--- config.mk ---
export PLATFORM = sky130hd
export DESIGN_NAME = dial_driver
export DESIGN_NICKNAME = d
export VERILOG_FILES = /design/src/rtl/dial_driver.sv
export SDC_FILE = /design/constraint.sdc
export NUM_CORES = 1
export LEC_CHECK = 0
export ABC_AREA = 1
export CAP_MARGIN = 5
export CORE_UTILIZATION = 50
export DETAILED_ROUTE_END_ITERATION = 8
export GPL_TIMING_DRIVEN = 0
export PLACE_DENSITY = 0.85
export SLEW_MARGIN = 30
export SYNTH_ARGS = -nofsm -noshare
export SYNTH_HDL_FRONTEND = slang
export SYNTH_SLANG_ARGS = --single-unit
--- constraint.sdc ---
create_clock -name clk -period 2.4 [get_ports clk]
set_input_delay 0.24 -clock clk [delete_from_list [all_inputs] [get_ports clk]]
set_output_delay 0.24 -clock clk [all_outputs]
set_load 0.05 [all_outputs]
--- src/rtl/dial_driver.sv ---
// dial_driver
//   Walks a single hot bit around a 10-position one-hot dial ring. A move
//   steps the requested number of positions in the requested direction and
//   holds each position for DWELL cycles.
//
//   Direction encoding matches the direction detector on the same bus:
//   dir=1 is forward (index decrements), dir=0 is reverse (index increments).
//
// Parameters
//   DWELL    : cycles each position is held, 1..255
//   INIT_POS : dial index loaded at reset, 0..9
//
// Ports
//   clk      in   system clock, rising edge
//   rst      in   asynchronous active-high reset
//   start    in   move request, sampled in IDLE only
//   dir      in   move direction, latched at accept
//   steps    in   positions to move, 0..127, latched at accept
//   abort    in   cancel move in progress (only with DIAL_DRIVER_ABORT_EN)
//   keypad   out  one-hot dial position
//   position out  binary index of the hot bit
//   busy     out  high while a move is in progress
//   done     out  one-cycle pulse when a move completes
//
// Build option
//   DIAL_DRIVER_ABORT_EN : when defined, abort in MOVE returns to IDLE at the
//   next edge without a done pulse. When undefined, abort is ignored.

module dial_driver #(
  parameter int DWELL    = 4,
  parameter int INIT_POS = 0
) (
  input  logic       clk,
  input  logic       rst,
  input  logic       start,
  input  logic       dir,
  input  logic [6:0] steps,
  input  logic       abort,
  output logic [9:0] keypad,
  output logic [3:0] position,
  output logic       busy,
  output logic       done
);

  typedef enum logic {IDLE, MOVE} state_t;

  localparam logic [7:0] DWELL_M1 = 8'(DWELL - 1);
  localparam logic [3:0] POS_INIT = 4'(INIT_POS);
  localparam logic [9:0] KP_INIT  = 10'(1) << INIT_POS;

  state_t     state_q;
  logic       dir_q;
  logic [6:0] remaining_q;
  logic [7:0] dwell_cnt_q;
  logic [9:0] keypad_q;
  logic [3:0] position_q;
  logic       busy_q;
  logic       done_q;

  logic [3:0] pos_d;
  logic       step_now;
  logic       abort_hit;

`ifdef DIAL_DRIVER_ABORT_EN
  assign abort_hit = abort;
`else
  logic unused_abort;
  assign unused_abort = abort;
  assign abort_hit    = 1'b0;
`endif

  // Next ring position, modulo 10 in the latched direction.
  always_comb begin
    pos_d = position_q;
    if (dir_q)
      pos_d = (position_q == 4'd0) ? 4'd9 : position_q - 4'd1;
    else
      pos_d = (position_q == 4'd9) ? 4'd0 : position_q + 4'd1;
  end

  assign step_now = (state_q == MOVE) && (dwell_cnt_q == DWELL_M1);

  always_ff @(posedge clk or posedge rst) begin
    if (rst) begin
      state_q     <= IDLE;
      dir_q       <= 1'b0;
      remaining_q <= '0;
      dwell_cnt_q <= '0;
      keypad_q    <= KP_INIT;
      position_q  <= POS_INIT;
      busy_q      <= 1'b0;
      done_q      <= 1'b0;
    end else begin
      done_q <= 1'b0;
      case (state_q)
        IDLE: begin
          if (start) begin
            if (steps != 7'd0) begin
              state_q     <= MOVE;
              busy_q      <= 1'b1;
              dir_q       <= dir;
              remaining_q <= steps;
              dwell_cnt_q <= '0;
            end else begin
              done_q <= 1'b1;
            end
          end
        end
        MOVE: begin
          if (step_now) begin
            keypad_q    <= 10'(1) << pos_d;
            position_q  <= pos_d;
            dwell_cnt_q <= '0;
            remaining_q <= remaining_q - 7'd1;
            if (remaining_q == 7'd1) begin
              state_q <= IDLE;
              busy_q  <= 1'b0;
              // A coincident abort still takes the final step but hides done.
              done_q  <= ~abort_hit;
            end
          end else begin
            dwell_cnt_q <= dwell_cnt_q + 8'd1;
          end
          if (abort_hit) begin
            state_q <= IDLE;
            busy_q  <= 1'b0;
          end
        end
        default: state_q <= IDLE;
      endcase
    end
  end

  assign keypad   = keypad_q;
  assign position = position_q;
  assign busy     = busy_q;
  assign done     = done_q;

endmodule
==> out/metrics.csv <==
stage;metric;value;unit
route;wl_per_cell;12.4;um
status;status;completed;
worst_setup_path;timing.critical_path.arrival;1.63;ns
timing;hold_viol;0;
floorplan;rows;22;
worst_setup_path;crit_family;buffers and inverters;
place;io_buffers;26;
synthesis;synth_top_family_by_area;simple AND/OR/NAND/NOR gates;
synthesis;syn_area;1920;um^2
route;viasPerCell;5.35;
cts;clock_latency;0.28;ns
place;dp_hpwl;2940;um
synthesis;synth_xor_area_share;1.83;%
timing;whs;0.374;ns
synthesis;synth-simple-area-share;38.3;%
cts;cts.sinks;33;
worst_setup_path;worst_path_max_delay_cell;clkdlybuf4s50_1;
synthesis;syn_inst;246;
worst_setup_path;crit_path_start;position[1]$_DFFE_PP0P_;
synthesis;synth.avg_cell_area;7.79;um^2
power_and_ir_drop;leakagePower;1.13;nW
worst_setup_path;r2r_slack;0.81;ns
cts;h-tree-depth;2;
power_and_ir_drop;vdd_drop_max;0.000619;V
cts;cts_buffers;5;
worst_setup_path;cp.required;2.16;ns
route;routed_wl;4050;um
grt;grt_usage;22.8;%
place;finalWeightedCongestion;0.874;
route;num_vias;1754;
worst_setup_path;r2r-start;dwell_cnt_q[0]$_DFFE_PP0P_;
floorplan;chipWidth;63.9;um
worst_setup_path;path_cells;clkdlybuf4s50_1;
cts;cts.clk_slew.worst_paths;0.07;ns
synthesis;ys_types;33;
timing;tns;0;ns
grt;grt_pass1_wl;7380;um
synthesis;ys_ff_latch;33;
synthesis;synthMuxAreaShare;0;%
route;drc;0;
worst_setup_path;path_buf_inv;1;
grt;grt_remaining_overflow;0;
synthesis;synth-seq-area-share;43.2;%
timing;setup-violations-final;0;
grt;grt_max_degree;34;
cts;cts_tree;built;
grt;grt_pass1_vias;1654;
worst_setup_path;worst-setup-path-type;reg2out;
floorplan;core_area;3660;um^2
timing;fin_worst_skew;0.00588;ns
grt;antenna_found_initial;0;
timing;slew_viol_final;0;
route;first_pass_iters;4;
cts;ctsHoldBuffers;0;
cells_and_area;synthToLayoutAreaGrowth;21.0;%
synthesis;yosysWarnings;0;
synthesis;synth_adder_area_share;1.96;%
worst_setup_path;setup.worst_path.start_class;flip-flop;
hold_path;hold_path.class;in2async;
cts;post_cts_buffers;0;
worst_setup_path;crit_path_max_incr_delay;0.85;ns
floorplan;chipHeight;63.9;um
synthesis;syn_nets;261;
timing;max_freq;533;MHz
power_and_ir_drop;p_per_area;1260;nW/um^2
worst_setup_path;crit_path_end_kind;output pin;
timing;rsz0062_at_grt;false;
floorplan;design.portCount;28;
cells_and_area;nets;294;
timing;post-route-period-util;78.1;%
timing;tightest_slew;0.681;ns
cells_and_area;antenna_cells;0;
cells_and_area;layout-drive-gt1-share;15.4;%
floorplan;floorplan.initialDensity;52.3;%
cts;cts_resized;0;
cts;cts-root-buf;clkbuf_8;
timing;relSlewSlack;54.5;%
floorplan;die-area;4080;um^2
route;drt_iter0_markers;126;
timing;finalCriticalPeriod;1.87;ns
worst_setup_path;crit_path_max_fanout;6;
cts;cts_buffer_depth;2;
synthesis;synth-compound-area-share;7.38;%
run;cap_violations;0;
route;antenna_left;0;
-- final cells by class --
type / instances / area, um^2
clock inverters: 2 / 10.0
well taps: 48 / 60.1
plain buffers: 5 / 41.3
clock buffers: 6 / 72.6
repair buffers: 26 / 260
inverters: 26 / 100
flip-flops and latches: 33 / 827
fillers: 327 / 1340
multi-input cells: 182 / 947
-- sequential cells by signal (all words and copies together) (netlist names) --
name         flops
busy             1
dir_q            1
done             1
dwell_cnt_q      8
keypad          10
position         4
remaining_q      7
state_q          1
-- through the flow --
step | utilization [%] | area (um^2) | power [mW] | std cells | worst slack (ns)
final | 63.3 | 2320 | 2.92 | 328 | 0.526
after global routing | 63.3 | 2320 | 3.14 | 328 | 0.490
after CTS | 63.3 | 2320 | 2.92 | 328 | 0.518
after detailed placement | 61.1 | 2240 | 2.50 | 320 | 0.690
after global placement | 61.1 | 2240 | 2.46 | 320 | 0.671
after floorplan | - | 1920 | 2.11 | 246 | 0.839
-- final timing paths --
check | endpoint | cells past startpoint
max | position[1] | 1
min reg2reg | keypad[0]$_DFFE_PP1P_ | 2
min in group clk | keypad[0]$_DFFE_PP1P_ | 2
min | position[2]$_DFFE_PP0P_ | 2
max in group asynchronous | keypad[2]$_DFFE_PP0P_ | 2
max reg2reg | busy$_DFFE_PP0P_ | 9
-- logic make-up after synthesis --
kind of cell | Yosys count
buf+inv | 31
flops | 33
xor+xnor | 4
compound gates | 25
simple gates | 150
fa+ha+maj | 3
-- where the power goes --
part | switching (mW) | leakage [nW] | internal, mW | total, mW
registers | 0.176 | 0.415 | 0.756 | 0.932
logic | 1.02 | 0.668 | 0.547 | 1.57
clock network | 0.213 | 0.0450 | 0.201 | 0.414
total | 1.41 | 1.13 | 1.50 | 2.92
-- cells in the mapped netlist, drive strengths merged --
master / n / share of area, %
nand2: 78 / 17
nand3: 39 / 11
o21bai: 1 / 0.39
nor3: 2 / 0.78
a21oi: 7 / 1.8
dfstp: 1 / 1.4
clkbuf: 2 / 0.39
ha: 3 / 2.0
xor2: 4 / 1.8
nand3b: 1 / 0.39
o21ai: 11 / 2.9
buf: 3 / 1.8
or2: 3 / 0.98
nand4: 3 / 1.3
inv: 26 / 5.2
dfrtp: 32 / 42
o22ai: 4 / 1.6
nor2: 24 / 6.7
a31oi: 2 / 0.65
-- routing by layer --
metal	vias to the layer above	routed length [um]	track usage, %
met3	6	192	4.64
met2	65	2000	38.0
met5	-	0	0
met1	820	1820	29.6
li1	863	-	-
met4	0	42	6.82
-- layout by cell type (no fill, tap or decap), types with 4 or more instances in the layout --
cell / synthesis / routed
clkbuf_8: 0 / 5
a21oi_1: 7 / 7
inv_1: 18 / 17
nand3_1: 36 / 36
nor2_4: 4 / 4
inv_2: 7 / 8
nand2_1: 71 / 71
nand2_2: 5 / 5
xor2_1: 4 / 4
clkdlybuf4s50_1: 0 / 26
nor2_1: 17 / 17
dfrtp_1: 32 / 32
o21ai_0: 7 / 7
o21ai_1: 4 / 4
Power figures use the tool's default switching activity.
==> RTL edit 1 (same flow settings) <==
Put one more register stage on the output `position`, with the module's reset. The value now appears one clock later. The other outputs are not delayed to match. Comments in the files are not updated.
--- a/src/rtl/dial_driver.sv
+++ b/src/rtl/dial_driver.sv
@@ -132,7 +132,13 @@
   end
 
   assign keypad   = keypad_q;
-  assign position = position_q;
+  always_ff @(posedge clk or posedge rst) begin
+    if (rst) begin
+      position <= '0;
+    end else begin
+      position <= position_q;
+    end
+  end
   assign busy     = busy_q;
   assign done     = done_q;
 
Formal check against the unedited RTL: not equivalent (a bounded check fails within 10 cycles, from zero or initial values and one cycle with rst high).
==> RTL edit 1 against the original RTL <==
Sequential cell count increased by 4. Routed wire length increased by 1.8%. Non-clock buffer count decreased by 1. Synthesized area increased by 6.3%. Cell count increased by 6.1%. Design area increased by 6.3%. Worst setup slack improved by 0.031 ns. Critical path type unchanged.
Power is not compared: it rests on default switching activity, and its combinational part moved more than twofold at a synthesized area within 25%.
==> RTL edit 1: results (changes against the original RTL) <==
Logic synthesis
  – Mapped Nets: 281 (+7.7%)
  – Sequential share of the synthesized area: 45.5% (+2.4 points)
  – Synth Area in Adders: 1.84% (-0.12 points)
  – Unique cell type count in the Yosys netlist: 29 (-12%)
  – Complex-gate fraction of the synthesized area: 5.59% (-1.8 points)
  – Xor-xnor portion of the synthesized cell area: 3.01% (+1.2 points)
  – Syn Inst Count: 266 (+8.1%)

Place
  – Gpl congestion: 0.908 (+3.9%)
  – DP HPWL: 3.04 mm (+3.4%)
  – Placed insts: 340 (+6.3%)

Route
  – Routed vias: 1795 (+2.3%)
  – Routed wl met3: 156 um (-19%)
  – DRT Pass-1 Iters: 6 (+2)
  – 1st-iter DRT viols: 99 (-21%)
  – Routed len/inst: 11.9 um (-4.1%)
  – Met2 WL: 1.99 mm (-0.35%)

Worst setup path
  – Reg2Reg Setup Slack: 0.86 ns (+0.05 ns)
  – Critical Path Max Stage Delay: 0.80 ns (-0.05 ns)
  – Critical Path End: keypad[0]
  – Capturing point of the worst reg2reg path: remaining_q[5]
  – Crit. Startpoint: keypad[0]

GRT
  – GRT Total Usage: 22.3% (-0.50 points)
  – GR Layer Usage met3: 5.00% (+0.36 points)
  – Vias in the first global route: 1713 (+3.6%)
  – First-pass GRT wire length: 7.38 mm (about the same)

STA
  – Measured slew at the worst slew-check pin: 0.748 ns (+0.0664 ns)

Final layout
  – Fraction of layout cells with a size suffix above 1: 12.7% (-2.7 points)

Run status
  – Status: finished clean
-- RTL edit 1: area by class of cell --
type                            instances  area share, %
Clock inverter                          2           1.42
Sequential cell                        37           37.6
Multi-Input combinational cell        196           39.4
Clock buffer                            6           2.95
Inverter                               29           4.57
Tap cell                               48           2.44
Buffer                                  4           1.02
Timing Repair Buffer                   26           10.6
-- RTL edit 1: metrics by stage --
step / setup WS (ns) / hold slack (ns) / cell area, um2 / utilization [%] / power [mW]
4_1_cts: 0.549 / 0.417 / 2460 / 65.3 / 1.94
6_report: 0.556 / 0.407 / 2460 / 65.3 / 1.93
2_1_floorplan: 1.08 / 0.374 / 2040 / - / 1.23
3_3_place_gp: 0.543 / 0.380 / 2360 / 62.5 / 1.40
5_1_grt: 0.512 / 0.439 / 2460 / 65.3 / 2.04
3_5_place_dp: 0.629 / 0.400 / 2360 / 62.5 / 1.42
==> RTL edit 2 (config.mk and constraints unchanged) <==
Without the edit above. Add a define of `DIAL_DRIVER_ABORT_EN`.
--- a/src/rtl/dial_driver.sv
+++ b/src/rtl/dial_driver.sv
@@ -25,6 +25,8 @@
 // Build option
 //   DIAL_DRIVER_ABORT_EN : when defined, abort in MOVE returns to IDLE at the
 //   next edge without a done pulse. When undefined, abort is ignored.
+
+`define DIAL_DRIVER_ABORT_EN
 
 module dial_driver #(
   parameter int DWELL    = 4,
Formal check against the unedited RTL: not equivalent (Yosys sat finds a counterexample within 4 cycles, from zero or initial values and one cycle with rst high).
==> RTL edit 2 against the original RTL <==
Worst setup slack better by 0.027 ns. Total power is 7.7% higher. Worst hold slack worse by 0.0039 ns. Clock power is 14% higher. Routed wire length is 4.3% lower. Synthesized area is 2.2% lower. Sequential power is 0.9% higher. Design area is 0.70% lower. Sequential cell count stayed put. Critical path type unchanged.
==> RTL edit 2: results (changes against the original RTL) <==
Worst setup path
  – CP Max Fanout: 2 (-4)
  – Crit. Startpoint: keypad[0]
  – Critical Path End: keypad[0]
  – Reg2Reg Setup Slack: 0.80 ns
  – Reg2Reg Launch Point: dwell_cnt_q[0]
  – Top cell family by delay on the critical path: buffers and inverters
  – Critical Path Max Stage Delay: 0.79 ns (-0.06 ns)
  – Capturing point of the worst reg2reg path: keypad[3]
  – Worst-case reg-to-reg path depth: 8 (-1)

Place
  – Placed insts: 331 (+3.4%)
  – Gpl congestion: 0.876 (+0.21%)
  – Placement Cell Area: 2200 um2 (-1.6%)
  – Pre-CTS WS: 0.657 ns (-0.0327 ns)
  – # port buffers: 27 (+3.8%)
  – DP HPWL: 2.83 mm (-3.8%)

Clock tree
  – Clk_lat worst skew: 0.29 ns
  – CTS clk-pin slew, worst paths: 0.07 ns (about the same)
  – Post_cts resized: 0 (unchanged)

Power
  – Maximum vdd drop: 0.538 mV (-13%)
  – Seq pwr: 0.940 mW (+0.9%)
  – PwrDens: 1360 nW/um2 (+8.5%)
  – Static leakage: 1.17 nW (+3.5%)
  – Sw Share: 49.2% (+0.81 points)
  – Clock group power: 0.471 mW (+14%)

Final layout
  – Fraction of layout cells with a size suffix above 1: 9.22% (-6.1 points)
  – Filler cell count: 305 (-6.7%)
  – Nets: 307 (+4.4%)
  – N_diodes: 0 (unchanged)
  – Fin cells: 339 (+3.4%)

Logic synthesis
  – Most area-consuming cells after synthesis: dfrtp_1 (43%), nand2_1 (18%), nand3_1 (10%), inv_1 (5.4%), nor2_1 (4.2%)
  – Unique cell type count in the Yosys netlist: 26 (-21%)
  – Syn avg cell area: 7.26 um2 (-6.8%)
  – Mapped Nets: 273 (+4.6%)
  – Sequential share of the synthesized area: 44.2% (+0.98 points)
  – Synth cell count leaders: nand2_1 (89), nand3_1 (38), dfrtp_1 (32), inv_1 (27), nor2_1 (21)

Route
  – Highest metal layer with signal wires: met4
  – Wl on met1: 1.76 mm (-3.3%)
  – Post-Route WL: 3.88 mm (-4.3%)
  – DRT Pass-1 Iters: 4 (unchanged)
  – Routed wl met3: 203 um (+5.7%)
  – 1st-iter DRT viols: 169 (+34%)
  – Vias per cell: 5.09 (-4.8%)
  – Met2 WL: 1.83 mm (-8.4%)

GRT
  – M1 GR Usage: 27.1% (-2.5 points)
  – Met2 track demand over resource: 35.3% (-2.7 points)
  – GRT Total Usage: 21.9% (-0.91 points)
  – GR Layer Usage met3: 5.62% (+0.97 points)
  – First-pass GRT wire length: 6.69 mm (-9.4%)
  – Largest net degree at the start of global routing: 34 (unchanged)
  – Vias in the first global route: 1542 (-6.8%)

Hold path
  – HP Class: input pin to async pin

Run status
  – Status: finished clean

STA
  – Min Hold Slack: 0.370 ns (-0.00388 ns)
  – Measured slew at the worst slew-check pin: 0.674 ns (-0.00727 ns)
  – Fin crit share: 77.0% (-1.1 points)
  – Layout Skew: 0.00634 ns (+0.000466 ns)

Floorplanning
  – Core ar.: 3470 um2 (-5.3%)
-- RTL edit 2: cell types whose count changed in the layout (fill, tap and decap cells not counted), moves of 4 or more --
cell and delta:
inv_1 +9, nand2_1 +18, nor2_1 +4, nand2_2 -4, inv_2 -4
-- RTL edit 2: logic make-up (layout without fill, tap and decap cells) --
logic type / count (synthesis) / count (layout) / synth area share (%)
buffers and inverters: 36 / 71 / 8.28
and+or+nand+nor: 160 / 160 / 37.7
adders and majority gates: 3 / 3 / 2.00
DFF: 33 / 33 / 44.2
xor gates and xnor gates: 3 / 3 / 1.40
AOI/OAI and AO/OA: 23 / 23 / 6.48
-- RTL edit 2: cell type report --
class                           instances  area, um2  share of cell area, %
Timing Repair Buffer                   27        270                   11.7
Multi-Input combinational cell        189        891                   38.7
Buffer                                  6       42.5                   1.85
Sequential cell                        33        827                   35.9
Clock buffer                            7       96.3                   4.18
Clock inverter                          1       5.00                  0.217
Inverter                               30        113                   4.89
Tap cell                               46       57.6                   2.50
